$ cat src/rtl/bist_alu.sv
// ---------------------------------------------------------------------------
// bist_alu -- self-testing 8-bit ALU wrapper
//
// After reset is released, an on-chip 16-bit LFSR drives operand patterns into
// the ALU under test (CUT). A 16-bit MISR compacts the CUT results. A second
// MISR compacts the results of an independently coded reference ALU. After
// NUM_PATTERNS patterns the two signatures are compared.
//
// Ports:
//   clk            in   single clock, all state updates on the rising edge
//   reset          in   synchronous, active-low reset
//   FAULT_DETECTED out  1 = CUT signature differs from reference signature
//                       (valid once bist_done=1)
//   bist_done      out  1 = test sequence complete, held until reset
//
// Parameters:
//   WIDTH        operand width (2*WIDTH must fit the 16-bit LFSR; 8 nominal)
//   NUM_PATTERNS patterns applied in RUN, 8..65535
//   LFSR_SEED    nonzero LFSR reset value
//   MISR_SEED    reset value of both MISRs
//   FAULT_BIT    CUT result bit forced stuck-at-0 under fault injection
//
// Optional feature: define BIST_ALU_FAULT_INJECT_EN to force CUT result bit
// FAULT_BIT to 0. The reference ALU is never affected.
//
// Also contains the two ALU implementations:
//   bist_alu_cut  structural-style ALU (circuit under test)
//   bist_alu_ref  behavioural reference ALU
// Both take a, b [WIDTH-1:0] and op [2:0] and return res = {carry, result}.
// ---------------------------------------------------------------------------

// Circuit under test. Subtraction is built as an adder with inverted B and a
// carry-in of 1, so the borrow is the inverted carry-out.
module bist_alu_cut #(
    parameter int WIDTH = 8
) (
    input  logic [WIDTH-1:0] a,
    input  logic [WIDTH-1:0] b,
    input  logic [2:0]       op,
    output logic [WIDTH:0]   res
);

    logic [WIDTH:0] diff;

    // NOTE: every signal written in always_comb gets a default first, so no
    // path through the block leaves it unassigned and no latch is inferred.
    always_comb begin
        res  = '0;
        diff = {1'b0, a} + {1'b0, ~b} + (WIDTH+1)'(1);
        unique case (op)
            3'd0: res = {1'b0, a} + {1'b0, b};                 // ADD
            3'd1: res = {~diff[WIDTH], diff[WIDTH-1:0]};       // SUB, borrow
            3'd2: res = {1'b0, a & b};                         // AND
            3'd3: res = {1'b0, a | b};                         // OR
            3'd4: res = {1'b0, a ^ b};                         // XOR
            3'd5: res = {1'b0, ~a};                            // NOT A
            3'd6: res = {a, 1'b0};                             // SHL, carry=A msb
            3'd7: res = {a[0], 1'b0, a[WIDTH-1:1]};            // SHR, carry=A lsb
            default: res = '0;
        endcase
    end

endmodule

// Reference ALU, deliberately written with different arithmetic idioms from
// the CUT so the two never collapse into shared logic.
module bist_alu_ref #(
    parameter int WIDTH = 8
) (
    input  logic [WIDTH-1:0] a,
    input  logic [WIDTH-1:0] b,
    input  logic [2:0]       op,
    output logic [WIDTH:0]   res
);

    localparam logic [2:0] OP_ADD = 3'd0;
    localparam logic [2:0] OP_SUB = 3'd1;
    localparam logic [2:0] OP_AND = 3'd2;
    localparam logic [2:0] OP_OR  = 3'd3;
    localparam logic [2:0] OP_XOR = 3'd4;
    localparam logic [2:0] OP_NOT = 3'd5;
    localparam logic [2:0] OP_SHL = 3'd6;
    localparam logic [2:0] OP_SHR = 3'd7;

    logic [WIDTH-1:0] ones;

    always_comb begin
        res  = '0;
        ones = '1;
        case (op)
            OP_ADD:  res = (WIDTH+1)'(a) + (WIDTH+1)'(b);
            OP_SUB:  res = {(a < b), WIDTH'(a - b)};
            OP_AND:  res = (WIDTH+1)'(a & b);
            OP_OR:   res = (WIDTH+1)'(a | b);
            OP_XOR:  res = (WIDTH+1)'(a ^ b);
            OP_NOT:  res = (WIDTH+1)'(a ^ ones);
            OP_SHL:  res = (WIDTH+1)'(a) << 1;
            OP_SHR:  res = {a[0], a >> 1};
            default: res = '0;
        endcase
    end

endmodule

module bist_alu #(
    parameter int          WIDTH        = 8,
    parameter int          NUM_PATTERNS = 128,
    parameter logic [15:0] LFSR_SEED    = 16'hACE1,
    parameter logic [15:0] MISR_SEED    = 16'h0000,
    parameter int          FAULT_BIT    = 0
) (
    input  logic clk,
    input  logic reset,
    output logic FAULT_DETECTED,
    output logic bist_done
);

    typedef enum logic [1:0] {
        IDLE    = 2'd0,
        RUN     = 2'd1,
        COMPARE = 2'd2,
        DONE    = 2'd3
    } state_t;

    localparam logic [15:0] LAST_PATTERN = 16'(NUM_PATTERNS - 1);

    state_t         state;
    state_t         state_next;
    logic           armed;        // IDLE has been held for its one cycle
    logic [15:0]    lfsr;
    logic [15:0]    counter;
    logic [15:0]    cut_misr;
    logic [15:0]    ref_misr;
    logic           fault;

    logic [WIDTH-1:0] op_a;
    logic [WIDTH-1:0] op_b;
    logic [2:0]       op_sel;

    (* keep *) logic [WIDTH:0] cut_raw;
    (* keep *) logic [WIDTH:0] ref_res;
    logic [WIDTH:0]            cut_res;

    // x^16 + x^14 + x^13 + x^11 + 1, shared by the LFSR and both MISRs
    function automatic logic poly_fb(input logic [15:0] v);
        return v[15] ^ v[13] ^ v[12] ^ v[10];
    endfunction

    function automatic logic [15:0] misr_step(input logic [15:0] m,
                                              input logic [WIDTH:0] r);
        return {m[14:0], poly_fb(m)} ^ 16'(r);
    endfunction

    // Pattern mapping: operands from the LFSR, opcode from the counter so
    // every opcode is applied equally often.
    assign op_a   = lfsr[WIDTH-1:0];
    assign op_b   = lfsr[2*WIDTH-1:WIDTH];
    assign op_sel = counter[2:0];

    (* keep_hierarchy = "yes" *)
    bist_alu_cut #(.WIDTH(WIDTH)) u_cut (
        .a   (op_a),
        .b   (op_b),
        .op  (op_sel),
        .res (cut_raw)
    );

    (* keep_hierarchy = "yes" *)
    bist_alu_ref #(.WIDTH(WIDTH)) u_ref (
        .a   (op_a),
        .b   (op_b),
        .op  (op_sel),
        .res (ref_res)
    );

`ifdef BIST_ALU_FAULT_INJECT_EN
    // Stuck-at-0 on one CUT result bit; the reference path stays clean.
    always_comb begin
        cut_res            = cut_raw;
        cut_res[FAULT_BIT] = 1'b0;
    end
`else
    assign cut_res = cut_raw;
`endif

    always_comb begin
        state_next = state;
        unique case (state)
            IDLE:    if (armed) state_next = RUN;
            RUN:     if (counter == LAST_PATTERN) state_next = COMPARE;
            COMPARE: state_next = DONE;
            DONE:    state_next = DONE;
            default: state_next = IDLE;
        endcase
    end

    // NOTE: sequential state uses non-blocking assignments so every register
    // samples the pre-edge values, independent of statement order.
    always_ff @(posedge clk) begin
        if (!reset) begin
            state    <= IDLE;
            armed    <= 1'b0;
            lfsr     <= LFSR_SEED;
            counter  <= '0;
            cut_misr <= MISR_SEED;
            ref_misr <= MISR_SEED;
            fault    <= 1'b0;
        end else begin
            state <= state_next;
            if (state == IDLE) begin
                armed <= 1'b1;
            end
            if (state == RUN) begin
                lfsr     <= {lfsr[14:0], poly_fb(lfsr)};
                counter  <= counter + 16'd1;
                cut_misr <= misr_step(cut_misr, cut_res);
                ref_misr <= misr_step(ref_misr, ref_res);
            end
            if (state == COMPARE) begin
                fault <= (cut_misr != ref_misr);
            end
        end
    end

    assign FAULT_DETECTED = fault;
    assign bist_done      = (state == DONE);

endmodule

$ cat config.mk
export PLATFORM = sky130hd
export DESIGN_NAME = bist_alu
export DESIGN_NICKNAME = d
export VERILOG_FILES = /design/src/rtl/bist_alu.sv
export SDC_FILE = /design/constraint.sdc
export NUM_CORES = 1
export LEC_CHECK = 0
export ABC_AREA = 1
export ABC_CLOCK_PERIOD_IN_PS = 2500
export BUFFER_PORTS_ARGS = -buffer_cell sky130_fd_sc_hd__buf_2
export CAP_MARGIN = 20
export CORE_ASPECT_RATIO = 1.75
export CORE_MARGIN = 2
export CORE_UTILIZATION = 60
export CTS_CLUSTER_DIAMETER = 100
export DETAILED_ROUTE_END_ITERATION = 8
export GPL_ROUTABILITY_DRIVEN = 0
export MAX_ROUTING_LAYER = met4
export PLACE_DENSITY = 0.77
export RECOVER_POWER = 50
export SLEW_MARGIN = 0
export SYNTH_ARGS = -nofsm -noshare
export SYNTH_HDL_FRONTEND = slang
export SYNTH_HIERARCHICAL = 1
export SYNTH_SLANG_ARGS = --single-unit
$ cat constraint.sdc
create_clock -name clk -period 2.5 [get_ports clk]
set_input_delay 0.5 -clock clk [delete_from_list [all_inputs] [get_ports clk]]
set_output_delay 0.5 -clock clk [all_outputs]
set_load 0.01 [all_outputs]
==> metrics.md <==
| Metric | Value |
|---|---|
| # H-tree levels | 3 |
| Die X | ~78 µm |
| # port buffers | 3 |
| Design Area, Final | around 0.0063 mm² |
| Worst-Skew Late Latency | 330 ps |
| Share of post-route cells with drive strength above 1 | 7.41% |
| Final worst path period share | 92.4% |
| Max_slew headroom | 54.7% |
| Die extent in y | 134 µm |
| WS Path Type | reg -> reg |
| Clock Skew | 6.20 ps |
| Crit path required time | 2690 ps |
| Placed instance area | 0.00597 mm² |
| FMAX | 0.433 GHz |
| #FFs+latches synth | 68 |
| Status | completed |
| Yosys warns | 6 |
| Pin count of the biggest net entering global routing | 62 |
| Average cell area after synthesis | 6.40 µm² |
| Number of vias per cell | around 6 |
| Hold Fails Final Rpt | 0 |
| Period minus WS final | 2310 ps |
| Synthesized Nets | slightly below 1000 |
| P per Cell Area | 642 mW/mm² |
| Flop pwr share | 32.0% |
| Final #Nets | 968 |
| Site Rows | 47 |
| Main flop type after synthesis | dfxtp_1 |
| Post-synth ARST share | 0% |
| Starting Density | 61.5% |
| DIE AREA | approximately 0.011 mm² |
| Area taken by multi-input logic gates | 0.00374 mm² |
| Worst Hold Class | reg -> reg |
| Hpwl dp | 13.3 mm |
| Global-route wire length before repair | 28.1 mm |
| Most common cell in the netlist | nand2_1 |
| Via count | 6210 |
| Setup crit end kind | flop |
| Mapped Area | 0.00582 mm² |
| Yosys top cell by area | dfxtp_1 |
| Critical Path Source Type | flop |
| Synth-to-Final Area Change | 8.25% |
| Max FO, Critical Path | 8 |
| Post-synth top area share | 23.4% |
| DRC violations left | 0 |
| Number of global-route vias before repair | 5957 |
| Final setup violating endpoints | 0 |
| CTS Sinks | about 70 |
| Leak | 0.00297 µW |
| Largest cells by area after synthesis | dfxtp_1 (23%), nand2_1 (12%), ha_1 (11%), inv_1 (8.3%), nand3_1 (7.0%) |
| Post-synth EDFFs | 0 |
| Post-CTS Setup Inserts | 0 |
| Switching Fraction | 35.4% |
| I/O pin count | 4 |
| CTS Root Cell | clkbuf_16 |
| Part of the Yosys area used for sequential elements | 23.4% |
| Synth top cells by count | nand2_1 (183), inv_1 (129), nor2_1 (90), nand3_1 (82), dfxtp_1 (68) |
| Diodes inserted | 0 |
| Max VDD drop | around 0.52 mV |
| Initial DRT Pass Iterations | 7 |
| Pwr Total | roughly 4000 µW |
| Total Wirelength | 17.4 mm |
| Initial DRC count | between 500 and 600 |
| Detail Route Antenna Nets | 0 |
| FF/Latch Area | 0.00136 mm² |
| Total negative slack | 0 ps |
| Core area | 0.00947 mm² |
| Worst-Margin Slew | 679 ps |
| Fillers | 861 |
| Initial antenna violation count | 0 |
| Internal Dissipation | roughly 2600 µW |
| Max clock buf depth | 2 |
| Combinational power share | a little under a third |
| CTS tree | built |
| Synth Instances | 909 |
| Worst EP arrival | 2500 ps |
| RSZ-0062 raised after global routing | false |
| Total grt overflow | 0 |
| Cell variety after synth | 38 |
| Gr usage total | 34.8% |
| Num CTS Buffers | 9 |
| Max Slew Vio Count | 0 |
| Reg clk slew, reported paths | 60 ps |
| Switching power total | 1430 µW |
| Maxcap violations | 0 |
| Clock power frac | 36.1% |
| Post-DR wirelength/cell | 16.7 µm |
==> cell type report <==
type | count | area share [%]
Inverter | 142 | 8.46
Tap cell | 122 | 2.42
Multi-Input combinational cell | 667 | 59.4
Clock buffer | 10 | 3.63
Timing Repair Buffer | 25 | 2.66
Sequential cell | 68 | 21.6
Clock inverter | 6 | 1.77
==> registers in the layout, indices dropped and copies added (netlist names) <==
| name | count |
|---|---|
| lfsr | 16 |
| ref_misr | 16 |
| counter | 16 |
| state | 2 |
| cut_misr | 16 |
| FAULT_DETECTED | 1 |
| armed | 1 |
==> kinds of logic after synthesis <==
| group | Yosys count | synth area share [%] |
|---|---|---|
| AO/OA/AOI/OAI | 156 | 14.5 |
| XOR/XNOR | 37 | 5.57 |
| adder cells (fa/ha/maj) | 53 | 11.9 |
| buffers and inverters | 174 | 12.3 |
| flip-flops | 68 | 23.4 |
| AND/OR/NAND/NOR | 421 | 32.4 |
==> what timing repair did <==
| action | 4_1_cts | 5_1_grt |
|---|---|---|
| hold buffers | 0 | 0 |
| gates resized for setup | 0 | 2 |
| setup endpoints to repair | 0 | 3 |
==> final timing paths <==
kind	start	endpoint	slack [ps]	depth (start not counted)
min reg2reg	armed$_SDFFE_PN0N_	armed$_SDFFE_PN0N_	460	2
max reg2reg	lfsr[0]$_SDFFE_PN1N_	ref_misr[6]$_SDFFE_PN0N_	190	12
min	armed$_SDFFE_PN0N_	armed$_SDFFE_PN0N_	460	2
max	lfsr[0]$_SDFFE_PN1N_	ref_misr[6]$_SDFFE_PN0N_	190	12
==> cell usage in the layout (no fill, tap or decap), drive strengths merged, types with 2 or more instances in the layout <==
| cell | n |
|---|---|
| nand3 | 86 |
| buf | 20 |
| nor3 | 12 |
| o2111ai | 5 |
| nand4 | 30 |
| clkbuf | 15 |
| nand2 | 186 |
| xnor2 | 28 |
| bufinv | 3 |
| a22oi | 3 |
| ha | 49 |
| a21oi | 66 |
| xor2 | 9 |
| dfxtp | 68 |
| o22ai | 21 |
| fa | 4 |
| o21ai | 57 |
| and2 | 2 |
| or2 | 3 |
| inv | 143 |
| nor2 | 99 |
==> power by group through the flow <==
stage	Combinational, µW	Sequential, µW	Clock, µW
after floorplan	943	1290	0
after global placement	1230	1310	0
after detailed placement	1250	1310	0
after CTS	1260	1290	1470
after global routing	1420	1310	1510
final	1290	1300	1460
==> critical path, stage by stage (launching register included) <==
cell and delay [ps]:
dfxtp_1 460, inv_1 140, ha_1 250, fa_1 390
inv_1 60, nand2_1 60, nand2_1 150, nand3_1 110
nand3_1 80, nand3_1 80, a21oi_1 170, xnor2_1 130
a21oi_1 80
==> per-stage QoR <==
step	setup WS [ps]	utilization, %	std cells	hold WS (ps)
5_1_grt	8.25	66.6	1040	491
4_1_cts	159	66.7	1040	462
6_report	189	66.6	1040	463
3_3_place_gp	226	63.1	1024	451
2_1_floorplan	398	-	909	436
3_5_place_dp	157	63.1	1024	454
==> layer usage <==
metal	share of wire (%)	global-route usage (%)	vias to the layer above
li1	-	-	2963
met2	51	60.6	313
met3	5.6	5.25	119
met4	8.8	27.4	0
met1	35	34.0	2815
met5	0	-	-
No activity file was read; power rests on OpenSTA's default activity.
